==> src/rtl/cl_matrix_done_tracker_if.sv <==
// rtl/cl_matrix_done_tracker_if.sv - job control, write-response and status signals of the done tracker
interface cl_matrix_done_tracker_if #(
  parameter int CNT_W = 16,
  parameter int JOB_W = 16
);
  logic             start;
  logic [CNT_W-1:0] expected_cnt;
  logic             wr_resp_valid;
  logic             wr_resp_err;
  logic             clr_status;
  logic             matrix_calc_done;
  logic             busy;
  logic [CNT_W-1:0] resp_cnt;
  logic [JOB_W-1:0] jobs_done;
  logic             resp_err;
  logic             stray_err;
  logic             restart_err;
  logic             timeout_flag;

  modport master (
    output start, expected_cnt, wr_resp_valid, wr_resp_err, clr_status,
    input  matrix_calc_done, busy, resp_cnt, jobs_done,
           resp_err, stray_err, restart_err, timeout_flag
  );

  modport slave (
    input  start, expected_cnt, wr_resp_valid, wr_resp_err, clr_status,
    output matrix_calc_done, busy, resp_cnt, jobs_done,
           resp_err, stray_err, restart_err, timeout_flag
  );
endinterface

==> src/rtl/cl_matrix_done_tracker.sv <==
// rtl/cl_matrix_done_tracker.sv - tracks one matrix job to its last write response, pulses matrix_calc_done
// Optional response watchdog enabled by defining CL_MATRIX_DONE_TIMEOUT_EN.
module cl_matrix_done_tracker #(
  parameter int CNT_W = 16,
  parameter int JOB_W = 16
`ifdef CL_MATRIX_DONE_TIMEOUT_EN
  ,
  parameter int          TO_W    = 24,
  parameter int unsigned TIMEOUT = 24'hFFFFFF
`endif
) (
  input  logic                     clk,
  input  logic                     rst_n,
  cl_matrix_done_tracker_if.slave  bus
);

  typedef enum logic [1:0] {
    ST_IDLE = 2'd0,
    ST_RUN  = 2'd1,
    ST_DONE = 2'd2
  } state_t;

  state_t           state_q, state_d;
  logic [CNT_W-1:0] target_q, target_d;
  logic [CNT_W-1:0] resp_cnt_q, resp_cnt_d;
  logic [CNT_W-1:0] resp_inc;
  logic [JOB_W-1:0] jobs_done_q, jobs_done_d;
  logic             resp_err_q, resp_err_d;
  logic             stray_err_q, stray_err_d;
  logic             restart_err_q, restart_err_d;
  logic             stray_set, restart_set;

`ifdef CL_MATRIX_DONE_TIMEOUT_EN
  logic [TO_W-1:0] wd_q, wd_d, wd_inc;
  logic            timeout_q, timeout_d;
  logic            wd_expire;

  // Watchdog only runs in RUN; any response restarts the idle window.
  always_comb begin
    wd_inc    = wd_q + 1'b1;
    wd_d      = '0;
    wd_expire = 1'b0;
    if (state_q == ST_RUN && !bus.wr_resp_valid) begin
      wd_d      = wd_inc;
      wd_expire = (wd_inc == TO_W'(TIMEOUT - 1));
    end
    timeout_d = (timeout_q & ~bus.clr_status) | wd_expire;
  end

  always_ff @(posedge clk or negedge rst_n) begin
    if (!rst_n) begin
      wd_q      <= '0;
      timeout_q <= 1'b0;
    end else begin
      wd_q      <= wd_d;
      timeout_q <= timeout_d;
    end
  end

  assign bus.timeout_flag = timeout_q;
`else
  logic wd_expire;
  assign wd_expire        = 1'b0;
  assign bus.timeout_flag = 1'b0;
`endif

  always_comb begin
    state_d     = state_q;
    target_d    = target_q;
    resp_cnt_d  = resp_cnt_q;
    jobs_done_d = jobs_done_q;
    stray_set   = 1'b0;
    restart_set = 1'b0;
    resp_inc    = resp_cnt_q + 1'b1;

    case (state_q)
      ST_IDLE: begin
        stray_set = bus.wr_resp_valid;
        if (bus.start) begin
          target_d   = bus.expected_cnt;
          resp_cnt_d = '0;
          state_d    = (bus.expected_cnt == '0) ? ST_DONE : ST_RUN;
        end
      end
      ST_RUN: begin
        restart_set = bus.start;
        if (bus.wr_resp_valid) begin
          resp_cnt_d = resp_inc;
          if (resp_inc == target_q) state_d = ST_DONE;
        end else if (wd_expire) begin
          state_d = ST_DONE;
        end
      end
      ST_DONE: begin
        stray_set   = bus.wr_resp_valid;
        restart_set = bus.start;
        jobs_done_d = jobs_done_q + 1'b1;
        state_d     = ST_IDLE;
      end
      default: state_d = ST_IDLE;
    endcase

    // A set in the same cycle as clr_status takes precedence.
    resp_err_d    = (resp_err_q    & ~bus.clr_status) | (bus.wr_resp_valid & bus.wr_resp_err);
    stray_err_d   = (stray_err_q   & ~bus.clr_status) | stray_set;
    restart_err_d = (restart_err_q & ~bus.clr_status) | restart_set;
  end

  always_ff @(posedge clk or negedge rst_n) begin
    if (!rst_n) begin
      state_q       <= ST_IDLE;
      target_q      <= '0;
      resp_cnt_q    <= '0;
      jobs_done_q   <= '0;
      resp_err_q    <= 1'b0;
      stray_err_q   <= 1'b0;
      restart_err_q <= 1'b0;
    end else begin
      state_q       <= state_d;
      target_q      <= target_d;
      resp_cnt_q    <= resp_cnt_d;
      jobs_done_q   <= jobs_done_d;
      resp_err_q    <= resp_err_d;
      stray_err_q   <= stray_err_d;
      restart_err_q <= restart_err_d;
    end
  end

  assign bus.matrix_calc_done = (state_q == ST_DONE);
  assign bus.busy             = (state_q == ST_RUN);
  assign bus.resp_cnt         = resp_cnt_q;
  assign bus.jobs_done        = jobs_done_q;
  assign bus.resp_err         = resp_err_q;
  assign bus.stray_err        = stray_err_q;
  assign bus.restart_err      = restart_err_q;

endmodule
==> src/flat_wrapper.sv <==
// flat-port wrapper written by rule: the top's interface ports become plain ports
module cl_matrix_done_tracker_flat 
#(
  parameter int CNT_W = 16,
  parameter int JOB_W = 16

)
  (clk, rst_n, bus_start, bus_expected_cnt, bus_wr_resp_valid, bus_wr_resp_err, bus_clr_status, bus_matrix_calc_done, bus_busy, bus_resp_cnt, bus_jobs_done, bus_resp_err, bus_stray_err, bus_restart_err, bus_timeout_flag);
  cl_matrix_done_tracker_if #(.CNT_W(CNT_W), .JOB_W(JOB_W)) bus_i ();
  input  logic clk;
  input  logic rst_n;
  input wire logic [$bits(bus_i.start)-1:0] bus_start;
  input wire logic [$bits(bus_i.expected_cnt)-1:0] bus_expected_cnt;
  input wire logic [$bits(bus_i.wr_resp_valid)-1:0] bus_wr_resp_valid;
  input wire logic [$bits(bus_i.wr_resp_err)-1:0] bus_wr_resp_err;
  input wire logic [$bits(bus_i.clr_status)-1:0] bus_clr_status;
  output wire logic [$bits(bus_i.matrix_calc_done)-1:0] bus_matrix_calc_done;
  output wire logic [$bits(bus_i.busy)-1:0] bus_busy;
  output wire logic [$bits(bus_i.resp_cnt)-1:0] bus_resp_cnt;
  output wire logic [$bits(bus_i.jobs_done)-1:0] bus_jobs_done;
  output wire logic [$bits(bus_i.resp_err)-1:0] bus_resp_err;
  output wire logic [$bits(bus_i.stray_err)-1:0] bus_stray_err;
  output wire logic [$bits(bus_i.restart_err)-1:0] bus_restart_err;
  output wire logic [$bits(bus_i.timeout_flag)-1:0] bus_timeout_flag;
  assign bus_i.start = bus_start;
  assign bus_i.expected_cnt = bus_expected_cnt;
  assign bus_i.wr_resp_valid = bus_wr_resp_valid;
  assign bus_i.wr_resp_err = bus_wr_resp_err;
  assign bus_i.clr_status = bus_clr_status;
  assign bus_matrix_calc_done = bus_i.matrix_calc_done;
  assign bus_busy = bus_i.busy;
  assign bus_resp_cnt = bus_i.resp_cnt;
  assign bus_jobs_done = bus_i.jobs_done;
  assign bus_resp_err = bus_i.resp_err;
  assign bus_stray_err = bus_i.stray_err;
  assign bus_restart_err = bus_i.restart_err;
  assign bus_timeout_flag = bus_i.timeout_flag;
  cl_matrix_done_tracker #(.CNT_W(CNT_W), .JOB_W(JOB_W)) u_core (.clk(clk), .rst_n(rst_n), .bus(bus_i));
endmodule
==> config.mk <==
export PLATFORM = sky130hd
export DESIGN_NAME = cl_matrix_done_tracker_flat
export DESIGN_NICKNAME = d
export VERILOG_FILES = /design/src/rtl/cl_matrix_done_tracker_if.sv /design/src/rtl/cl_matrix_done_tracker.sv /design/src/flat_wrapper.sv
export SDC_FILE = /design/constraint.sdc
export NUM_CORES = 1
export LEC_CHECK = 0
export ABC_AREA = 1
export BUFFER_PORTS_ARGS = -buffer_cell sky130_fd_sc_hd__buf_2
export CAP_MARGIN = 20
export CORE_ASPECT_RATIO = 0.75
export CORE_MARGIN = 5
export CORE_UTILIZATION = 45
export DETAILED_ROUTE_END_ITERATION = 10
export PLACE_DENSITY = 0.7
export SETUP_SLACK_MARGIN = 0.15
export SLEW_MARGIN = 15
export SYNTH_ARGS = -nofsm -noshare
export SYNTH_HDL_FRONTEND = slang
export SYNTH_SLANG_ARGS = --single-unit
==> constraint.sdc <==
create_clock -name clk -period 1.8 [get_ports clk]
set_clock_uncertainty 0.15 [all_clocks]
set_input_delay 0.18 -clock clk [delete_from_list [all_inputs] [get_ports clk]]
set_output_delay 0.18 -clock clk [all_outputs]
set_load 0.01 [all_outputs]
-- Word-level counts from Yosys, hierarchy flattened
Index checks and enable logic that the tools add are counted.
- multiplexer cells: 10
- bitwise gates (word level): 8
- equality and inequality tests: 6
- add/sub/neg operators: 2
- reductions and logical operators: 8
- operator list (kind ; number):
    adder 16 x 1 -> 16 bit, second input constant ; 2
    two-way mux 16 bit ; 2
    one-hot mux 16 bit (2 select lines) ; 1
    == test 16 bit ; 1
    zero test 16 bit ; 1
    two-way mux 2 bit ; 4
    AND reduction 3 bit ; 2
    bitwise AND 1 bit ; 4
    inequality test 2 bit, second input constant ; 2
    one-hot mux 2 bit (2 select lines) ; 1
    OR reduction 2 bit ; 2
    OR 1 bit ; 3
    == test 2 x 1 -> 1 bit, second input constant ; 1
    == test 2 bit, second input constant ; 1
    zero test 2 bit ; 1
    two-way mux 1 bit ; 2
    inequality test 2 x 1 -> 1 bit, second input constant ; 1
    AND reduction 2 bit ; 1
    nonzero test 2 bit ; 1
    inverter 1 bit ; 1
- output and inout bits: 38
- bits in registers: 53
- input port bits: 22
- word-level logic and storage cells: 41

-- Logic depth before layout (Yosys ltp)
Gate-level depths: netlist (run 1).
- depth after elaboration: 5
- depth in mapped cells: 15
- depth with buffers taken out: 15

-- Worst setup path before layout (run 1)
OpenSTA, ideal clock, no wires.
- kind: register to register
- from: register u_core.state_q[0]
- to: register u_core.jobs_done_q[15], in the netlist u_core.bus.jobs_done[15]
- library setup time: 0.124 ns
- period minus slack after synthesis: 2.064 ns
- data arrival time: 1.790 ns
- required time: 1.526 ns
- slack: -0.264 ns
- buffers on the path: 0
- cell stages (with the launch flop): 13
- cell sequence: dfrtp_1 > inv_1 > ha_1 > inv_2 > nor2_2 > nand2_1 > nor2_2 > nand3_2 > nor2_2 > nand3_2 > nor2_2 > nand3_1 > xnor2_1
- longest elaborated chain between the ends: 1
- ends and longest elaborated chain (element ; RTL line ; RTL):
    start, declared ; cl_matrix_done_tracker.sv:23 ; state_t state_q, state_d;
    start signal, assigned ; cl_matrix_done_tracker.sv:119 ; state_q <= state_d;
    == test 2 bit ; - ;
    via bus_matrix_calc_done ; flat_wrapper.sv:17 ; output wire logic [$bits(bus_i.matrix_calc_done)-1:0] bus_matrix_calc_done;
    end signal, assigned ; cl_matrix_done_tracker.sv:122 ; jobs_done_q <= jobs_done_d;
    end, declared ; cl_matrix_done_tracker.sv:27 ; logic [JOB_W-1:0] jobs_done_q, jobs_done_d;
The timed path passes the listed nets, and every way through them passes these cells.
A chain may end at the register's enable or synchronous reset.

-- Worst setup path after layout (run 1)
- from: register u_core.resp_cnt_q[1], in the netlist u_core.bus.resp_cnt[1]
- to: register u_core.state_q[1]
- longest elaborated chain between the ends: 4
- ends and longest elaborated chain (element ; RTL line ; RTL):
    start, declared ; cl_matrix_done_tracker.sv:25 ; logic [CNT_W-1:0] resp_cnt_q, resp_cnt_d;
    start signal, assigned ; cl_matrix_done_tracker.sv:121 ; resp_cnt_q <= resp_cnt_d;
    adder 16 x 1 -> 16 bit ; cl_matrix_done_tracker.sv:74 ; resp_inc = resp_cnt_q + 1'b1;
    == test 16 bit ; cl_matrix_done_tracker.sv:89 ; if (resp_inc == target_q) state_d = ST_DONE;
    inequality test 2 x 1 -> 1 bit (no line) ; - ;
    AND reduction 3 bit (no line) ; - ;
Every way passes these cells.

==> impl_metrics.ini, run 1 <==
[pwr]
power.share.clock_pct = 14.0
swShare_pct = 40.5
power-per-cell-area_nw_per_um2 = 1080
comb_power_share_pct = 50.6
totalPowerFinal_mw = 5.03
p_sw_mw = 2.04
max-vdd-ir-drop_uv = 856
seqPwrFrac_pct = 35.5
power.leakage_nw = 2.36
p_int_mw = 2.99

[critical_path]
startpoint_type = flop
r2r_setup_slack_ps = -250
path_max_fanout = 8
crit_top_cell = nand2_1
worst_ep_required_time_ps = 1860
arrival_ps = 2110
crit_path_max_incr_delay_ps = 440
crit_type = reg -> reg
critPathCaptureType = flop
slowest_stage = dfrtp_2
crit_chain = ha_4 > nand2_4 > nor2_4 > nand3_1 > nand2_1 > nand3_1 > nand2_1 > nand2_1 > nor2_1 > nand3_1 > nand2_2 > nand2_2 > nand2_1 > nand2_1

[routing]
wl_per_cell_um = 14.6
num_vias = 3114
final_antenna_net_count = 0
drtIter0Drc = 178
dr.pass1.iters = 5
viasPerCell = 4.97
drcViolationCount = 0
m1WireLength_um = 4260
route.met2.wl_um = 4310
routed_wl_um = 9130
wl_met3_um = 457
highest_layer = met4

[clock_tree]
clockBufferDepth = 2
cts_buffers = 5
cts_root_buf = clkbuf_8
clk_latency_ps = 320
path_clk_slew_ps = 100
clock-sinks = 53
cts_tree = built
htreeDepth = 2

[timing]
setup_violations = 24
setup_ws_ps = -248
rsz0062_at_grt = yes
finalCritPeriodShare_pct = 114
clock.fmax_mhz = 488
period_needed_ps = 2050
finalHoldViolations = 0
slew_viol_final = 0
setup_tns_ps = -2640
hold_ws_ps = 76.7

[synth]
synth.avg_cell_area_sq_um = 7.65
synth_edf_count = 0
ys_warn_count = 0
ys_types = 28
ys_ff_latch = 53
syn-instance-count = 387
syn_nets = 414
async_flop_share_pct = 100
syn-cell-area_sq_um = 2960
ys.flop_type = dfrtp_1
yosysSeqAreaShare_pct = 44.8

[final_layout]
regArea_sq_um = 1330
multi_input_area_sq_um = 1680
n_antenna_cell = 0
syn_to_final_growth_pct = 57.0
fill_cells = 453
final_nets = 572
drive_gt1_share_pct = 39.9

[placed_design]
place_hpwl_um = 5940
portBuffers = 58
gp_congestion = 0.892

[floorplanning]
start_util_pct = 46.6
coreArea_sq_um = 6350
chipHeight_um = 80.3
io_pins = 60
dieArea_sq_um = 8320
fp.dieW_um = 104
row_count = 25

[grt]
grt_pass1_vias = 3025
grt_overflow = 0
gr-usage-all-layers_pct = 21.4
antenna_found_initial = 0
grt_pass1_wl_um = 14400
grt_start_max_net_pins = 54

[run_status]
violations = setup timing
status = complete, but fails checks

[flow_run]
cap_violations = 0

[hold_path]
worst_hold_path_type = in -> reg
[layout by cell type (no fill, tap or decap), types with 7 or more instances in the layout]
cell,count
inv_1,51
xor2_1,8
o21ai_0,18
buf_6,17
nor2_4,8
nand2_2,15
dfrtp_1,49
nand2_1,99
dlygate4sd3_1,21
nand3_1,25
nand4_1,12
nor2_1,21
buf_2,58
o22ai_2,10
nand3b_1,8
buf_4,55
xnor2_1,7
[worst paths after layout]
path | startpoint | endpoint | cells past startpoint
hold reg to reg | u_core.bus.jobs_done[15] | u_core.bus.jobs_done[15] | 1
min in group asynchronous | rst_n | u_core.target_q[10] | 3
hold / removal | bus_wr_resp_valid | u_core.bus.stray_err | 3
setup reg to reg | u_core.bus.resp_cnt[1] | u_core.state_q[1] | 14
max in group asynchronous | rst_n | u_core.bus.resp_cnt[1] | 3
setup / recovery | u_core.bus.resp_cnt[1] | u_core.state_q[1] | 14
[stage by stage]
step                setup slack (ps)  std cells  cell area [sq um]  util (%)
detailed placement              -186        576               3830      60.3
CTS                             -153        619               4400      69.3
global route                    -459        627               4650      73.2
finish                          -248        627               4650      73.2
global placement                -136        576               3830      60.3
floorplan                       -128        387               3020         -
[per-layer routing]
metal  vias to the layer above  GRT usage, %
met3                        10          4.34
met2                        73          35.5
met1                      1477          29.2
met4                         0          4.79
li1                       1554             -
met5                         -             0
[repair_timing]
| item | in CTS | in global routing |
|---|---|---|
| buffers inserted | 13 | 7 |
| gates resized for setup | 37 | 51 |
| pin swaps | 20 | 15 |
| endpoints found under the hold margin | 71 | 1 |
| endpoints found under the setup margin | 25 | 29 |
| gates cloned | 2 | 0 |
| hold buffers | 20 | 1 |
[state kept, by name, indices dropped and copies added (netlist names)]
| name | flops |
|---|---|
| u_core.bus.stray_err | 1 |
| u_core.target_q | 16 |
| u_core.bus.jobs_done | 16 |
| u_core.bus.resp_cnt | 16 |
| u_core.state_q | 2 |
| u_core.bus.restart_err | 1 |
| u_core.bus.resp_err | 1 |
[cells in the mapped netlist, types with 2 or more instances]
library cell	n	area (sq um)
nand2_1	111	417
inv_1	58	218
dfrtp_1	53	1330
nand3_1	29	145
o21ai_0	25	125
nor2_1	24	90.1
nand4_1	12	75.1
o22ai_1	12	75.1
xor2_1	9	78.8
nand3b_1	8	60.1
xnor2_1	7	61.3
ha_1	5	62.6
nand2_2	5	31.3
nor2_2	5	31.3
clkbuf_1	4	15.0
nor2_4	4	45.0
or2_2	3	18.8
nand3_2	2	20.0
o21ai_1	2	10.0
[critical path, delay by kind of cell, from the launching register on]
family | cells | cell delay, ps
flops | 1 | 440
simple gates | 13 | 1180
fa+ha+maj | 1 | 180
[cell type report]
| class | instances | share of cell area (%) |
|---|---|---|
| Clock buffer | 7 | 1.64 |
| Clock inverter | 1 | 0.161 |
| Inverter | 59 | 4.87 |
| Multi-Input combinational cell | 269 | 36.1 |
| Sequential cell | 53 | 28.6 |
| Tap cell | 81 | 2.18 |
| Timing Repair Buffer | 157 | 26.4 |
[power groups by stage]
stage                     Clock (mW)  Sequential (mW)  Combinational [mW]
after global placement             0             1.77                1.65
final                          0.702             1.78                2.54
after detailed placement           0             1.78                1.70
after global routing           0.762             1.81                2.77
after floorplan                    0             1.75               0.969
after CTS                      0.697             1.76                2.18
[cell families (layout without fill, tap and decap cells)]
logic type	count (synthesis)	count (layout)	share of synthesized area, %
AOI/OAI and AO/OA	41	41	7.56
other	1	1	0.127
buffers and inverters	65	224	8.41
DFF	53	53	44.8
and+or+nand+nor	206	206	32.3
adders and majority gates	5	5	2.11
xor gates and xnor gates	16	16	4.73
No activity file was read; power rests on OpenSTA's default activity.
==> run 2, diff against run 1 <==
--- a/config.mk
+++ b/config.mk
@@ -12,7 +12,7 @@
 export CORE_MARGIN = 5
 export CORE_UTILIZATION = 45
 export DETAILED_ROUTE_END_ITERATION = 10
-export PLACE_DENSITY = 0.7
+export PLACE_DENSITY_LB_ADDON = 0.3
 export SETUP_SLACK_MARGIN = 0.15
 export SLEW_MARGIN = 15
 export SYNTH_ARGS = -nofsm -noshare
==> run 2 against run 1 <==
  * The run still ends with setup timing left
  * Register-to-register slack got worse by 160 ps
  * Cell count decreased by 0.96%
  * Flip-flop and latch count unchanged
  * Die area unchanged
  * Utilization decreased by 0.71 points
  * Setup slack got worse by 160 ps
  * Critical path type unchanged
==> impl_metrics.ini, run 2 (synthesized netlist as in run 1, its figures left out) <==
[clock_tree]
path_clk_slew_ps = 100
clockBufferDepth = 2
cts_tree = built
clock-sinks = 53
cts_buffers = 5
clk_latency_ps = 310
htreeDepth = 2
cts_root_buf = clkbuf_8

[floorplanning]
chipHeight_um = 80.3
start_util_pct = 46.6
coreArea_sq_um = 6350
row_count = 25
dieArea_sq_um = 8320
io_pins = 60
fp.dieW_um = 104

[pwr]
max-vdd-ir-drop_uv = 906
power-per-cell-area_nw_per_um2 = 1050
power.leakage_nw = 2.34

[grt]
grt_pass1_wl_um = 14800
antenna_found_initial = 0
gr-usage-all-layers_pct = 21.9
grt_overflow = 0
grt_pass1_vias = 3134
grt_start_max_net_pins = 54

[timing]
slew_viol_final = 0
period_needed_ps = 2210
finalHoldViolations = 0
setup_violations = 26
setup_tns_ps = -2900
rsz0062_at_grt = yes
clock.fmax_mhz = 452
setup_ws_ps = -412
finalCritPeriodShare_pct = 123

[critical_path]
rr_startpoint = u_core.bus.resp_cnt[6]
crit_type = reg -> reg
r2r_setup_slack_ps = -410
path_max_fanout = 5
startpoint_type = flop
arrival_ps = 2260
critPathCaptureType = flop
reg2reg_depth = 13
worst_r2r_endpoint = u_core.state_q[1]
worst_ep_required_time_ps = 1850

[routing]
routed_wl_um = 10000
viasPerCell = 5.22
drtIter0Drc = 338
wl_per_cell_um = 16.1
drcViolationCount = 0
num_vias = 3242
final_antenna_net_count = 0
dr.pass1.iters = 5

[placed_design]
dpl.cell_count = 571
portBuffers = 58
place_hpwl_um = 5910
gp_congestion = 0.912

[final_layout]
syn_to_final_growth_pct = 55.5
final_cell_mix = nand2_1, buf_2, inv_1
final_nets = 566
stdcell_count = 621
drive_gt1_share_pct = 40.2
utilization_pct = 72.5
layout.cells.most_common = nand2_1
n_antenna_cell = 0

[run_status]
status = complete, but fails checks
violations = setup timing

[flow_run]
cap_violations = 0

[hold_path]
hold_path_depth = 3
hp-start = bus_expected_cnt[5]
hold_end = u_core.target_q[5]
worst_hold_path_type = in -> reg
[run 2: cell types whose count changed in the layout (fill, tap and decap cells not counted), moves of 2 or more]
cell           before  now
xnor2_1             7    4
o21ai_0            18   20
xnor2_2             0    3
nand2_1            99  102
buf_6              17   26
dlygate4sd3_1      21   15
o21ai_1             3    5
nand2_2            15   13
o21ai_2             6    3
buf_4              55   48
[run 2: how the worst max path moves through the flow]
| stage | depth (start not counted) | slack, ps | endpoint | startpoint |
|---|---|---|---|---|
| 3_5_place_dp | 14 | -200 | u_core.state_q[0] | u_core.bus.resp_cnt[1] |
| 3_3_place_gp | 12 | -190 | u_core.bus.jobs_done[15] | u_core.state_q[0] |
| 5_1_grt | 13 | -510 | u_core.state_q[1] | u_core.bus.resp_cnt[6] |
| 4_1_cts | 14 | -180 | u_core.state_q[0] | u_core.bus.resp_cnt[1] |
| 2_1_floorplan | 12 | -130 | u_core.bus.jobs_done[15] | u_core.state_q[0] |
| 6_report | 13 | -410 | u_core.state_q[1] | u_core.bus.resp_cnt[6] |
[run 2: power breakdown]
group	total (mW)	switching, mW	internal, mW	leakage (nW)
registers	1.82	0.342	1.48	0.692
logic	2.30	1.26	1.04	1.61
clock network	0.720	0.406	0.314	0.0445
total	4.84	2.00	2.84	2.34
[run 2: timing repair]
action,4_1_cts,5_1_grt
buffers inserted,21,5
pin swaps,10,11
cloned,1,0
hold buffers,15,0
hold endpoints to repair,67,0
gates resized for setup,42,49
setup endpoints to repair,25,32
[run 2: per-stage QoR]
step                area, sq um  total power [mW]  hold slack (ps)  setup slack [ps]
finish                     4610              4.84             3.49              -412
global route               4610              5.11             16.4              -510
CTS                        4350              4.54            0.599              -184
detailed placement         3790              3.46             50.8              -204
global placement           3790              3.40             48.2              -195
floorplan                  3020              2.72             -266              -128
[run 2: area by class of cell]
class,count,area [sq um]
Fill cell,448,1740
Tap cell,81,101
Clock buffer,7,86.3
Sequential cell,53,1330
Clock inverter,1,7.51
Timing Repair Buffer,151,1180
Multi-Input combinational cell,269,1680
Inverter,59,224
[run 2: metal layers]
layer  track usage, %  wire (um)  up-vias  share of wire (%)
li1                 -          -     1538                  -
met4             5.30        259        0                2.6
met2             37.5       4830      159                 48
met1             29.4       4100     1523                 41
met3             3.45        813       22                8.1
met5                0          0        -                  0
[run 2: critical path, cell delays in order, from the launching register on]
cell and delay, ps:
dfrtp_1 430, nand2_2 110, nor2_4 210, nand2_4 100, o21ai_1 240, nand3_1 130, nand2_1 130, nand2_2 50
nor2_1 80, nand3_1 120, nand2_2 110, nand2_2 70, nand2_1 100, nand2_1 60
==> run 3, diff against run 2 <==
--- a/config.mk
+++ b/config.mk
@@ -10,7 +10,7 @@
 export CAP_MARGIN = 20
 export CORE_ASPECT_RATIO = 0.75
 export CORE_MARGIN = 5
-export CORE_UTILIZATION = 45
+export CORE_UTILIZATION = 50
 export DETAILED_ROUTE_END_ITERATION = 10
 export PLACE_DENSITY_LB_ADDON = 0.3
 export SETUP_SLACK_MARGIN = 0.15
==> constraint.sdc (replaced) <==
create_clock -name clk -period 2 [get_ports clk]
set_clock_uncertainty 0.15 [all_clocks]
set_input_delay 0.2 -clock clk [delete_from_list [all_inputs] [get_ports clk]]
set_output_delay 0.2 -clock clk [all_outputs]
set_load 0.01 [all_outputs]
==> run 3 against run 2 <==
  * The flow still finishes with violations (setup timing)
  * Power decreased by 18%
  * Critical path depth unchanged
  * Wire length decreased by 18%
  * Utilization down 3.2 points
  * Final area is 13% lower
  * Combinational power decreased by 26%
  * Count of clock-buffer cells in the layout decreased by 1
  * Largest power group unchanged
  * Highest routed layer unchanged
==> impl_metrics.ini, run 3 (synthesized netlist as in run 1, its figures left out) <==
[run_status]
status = complete, but fails checks
violations = setup timing

[grt]
grt_start_max_net_pins = 31
grt_pass1_vias = 2784
met1_usage_pct = 30.7
gr-usage-all-layers_pct = 21.0
grt_pass1_wl_um = 13100
grt-busiest-layer = met2
grt_overflow = 0
use_met3_pct = 4.71
antenna_found_initial = 0
grtUsageMet2_pct = 31.8

[timing]
finalCritPeriodShare_pct = 103
period_needed_ps = 2060
slew_headroom_pct = 60.0
rsz0062_at_grt = yes
finalHoldViolations = 0
setup_ws_ps = -64.3
clock.fmax_mhz = 484
worstMarginPinSlew_ps = 600
slew_viol_final = 0
setup_violations = 2

[placed_design]
pre_cts_ws_ps = -72.2
dpl_cell_area_sq_um = 3470
dpl.cell_count = 528
place_hpwl_um = 5490
gp_congestion = 0.873
portBuffers = 58

[critical_path]
critPathCaptureType = flop
critPathTopFamily = simple AND/OR/NAND/NOR gates
startpoint_type = flop
crit_type = reg -> reg
crit_chain = nand2_1 > nor2_4 > nand3_2 > nand3b_1 > nand2_1 > nor2_2 > nand2_1 > nor2_1 > nand3_1 > nand2_2 > nand2_2 > nand2_2 > nand2_2
worst_ep_required_time_ps = 2060
crit_buf_inv = 0
crit_path_max_incr_delay_ps = 440
path_max_fanout = 7
slowest_stage = dfrtp_1
crit_top_cell = nand2_2
arrival_ps = 2120
r2r_setup_slack_ps = -60

[floorplanning]
start_util_pct = 51.1
io_pins = 60
row_count = 24
dieArea_sq_um = 7580
fp.dieW_um = 98.9
chipHeight_um = 76.7
coreArea_sq_um = 5800

[final_layout]
stdcell_area_sq_um = 4020
n_antenna_cell = 0
final_nets = 519
syn_to_final_growth_pct = 35.6
stdcell_count = 571
drive_gt1_share_pct = 32.7
layout.cells.most_common = nand2_1
utilization_pct = 69.3
fill_cells = 461
final_cell_mix = nand2_1, buf_2, inv_1

[pwr]
totalPowerFinal_mw = 3.97
p_sw_mw = 1.59
power-per-cell-area_nw_per_um2 = 988
seqPwrFrac_pct = 40.4
p_int_mw = 2.38
swShare_pct = 40.0
power.share.clock_pct = 16.5
max-vdd-ir-drop_uv = 795
power.leakage_nw = 2.08
comb_power_share_pct = 43.1

[clock_tree]
cts_buffers = 5
path_clk_slew_ps = 100
clock-sinks = 53
clk_latency_ps = 310
cts_tree = built
cts_root_buf = clkbuf_8
clockBufferDepth = 2
htreeDepth = 2

[routing]
wl_per_cell_um = 14.5
drtIter0Drc = 163
dr.pass1.iters = 4
drcViolationCount = 0
num_vias = 2928
viasPerCell = 5.13
routed_wl_um = 8250
final_antenna_net_count = 0

[hold_path]
worst_hold_path_type = in -> reg

[flow_run]
cap_violations = 0
[run 3: cell types whose count changed in the layout (fill, tap and decap cells not counted), moves of 4 or more]
cell           delta
buf_4            -22
buf_6            -17
o22ai_1          +11
o22ai_2          -10
dlygate4sd3_1     -8
nand2_2           -4
o21ai_0           +4
[run 3: power groups by stage]
stage | registers [mW] | clock network [mW] | logic (mW)
6_report | 1.60 | 0.653 | 1.71
5_1_grt | 1.64 | 0.709 | 1.88
4_1_cts | 1.59 | 0.666 | 1.44
3_5_place_dp | 1.61 | 0 | 1.33
3_3_place_gp | 1.59 | 0 | 1.30
2_1_floorplan | 1.57 | 0 | 0.837
[run 3: worst paths after layout]
kind | from | end | cells past startpoint
max | u_core.bus.resp_cnt[5] | u_core.state_q[0] | 13
min | bus_expected_cnt[2] | u_core.target_q[2] | 3
max reg2reg | u_core.bus.resp_cnt[5] | u_core.state_q[0] | 13
min reg2reg | u_core.bus.jobs_done[15] | u_core.bus.jobs_done[15] | 1
max in group asynchronous | rst_n | u_core.target_q[12] | 3
min in group asynchronous | rst_n | u_core.bus.resp_cnt[4] | 2
[run 3: worst min-delay path: stages]
cell and delay (ps):
buf_2 100, inv_1 60, o21ai_0 80
[run 3: timing repair]
item / CTS / global route
hold buffers: 7 / 0
pin swaps: 15 / 8
endpoints found under the setup margin: 21 / 23
gates resized for setup: 18 / 30
gates cloned: 0 / 2
buffers inserted: 20 / 6
hold endpoints to repair: 28 / 0
[run 3: per-layer routing]
layer | routed length [um] | share of wire (%)
met2 | 3810 | 46
met1 | 3760 | 46
met3 | 614 | 7.4
met5 | 0 | 0
met4 | 71 | 0.86
[run 3: cell type report]
cell class	count	area [sq um]	share of cell area, %
multi-input cells	269	1520	37.9
flip-flops and latches	53	1330	33.2
repair buffers	104	742	18.5
inverters	59	224	5.58
well taps	78	97.6	2.43
clock buffers	6	82.6	2.06
clock inverters	2	13.8	0.343
[run 3: per-stage QoR]
stage,hold slack [ps],TNS (ps)
2_1_floorplan,-246,0
3_3_place_gp,84.7,-5.91
3_5_place_dp,91.6,-147
4_1_cts,1.66,-25.1
5_1_grt,12.8,-445
6_report,10.5,-120
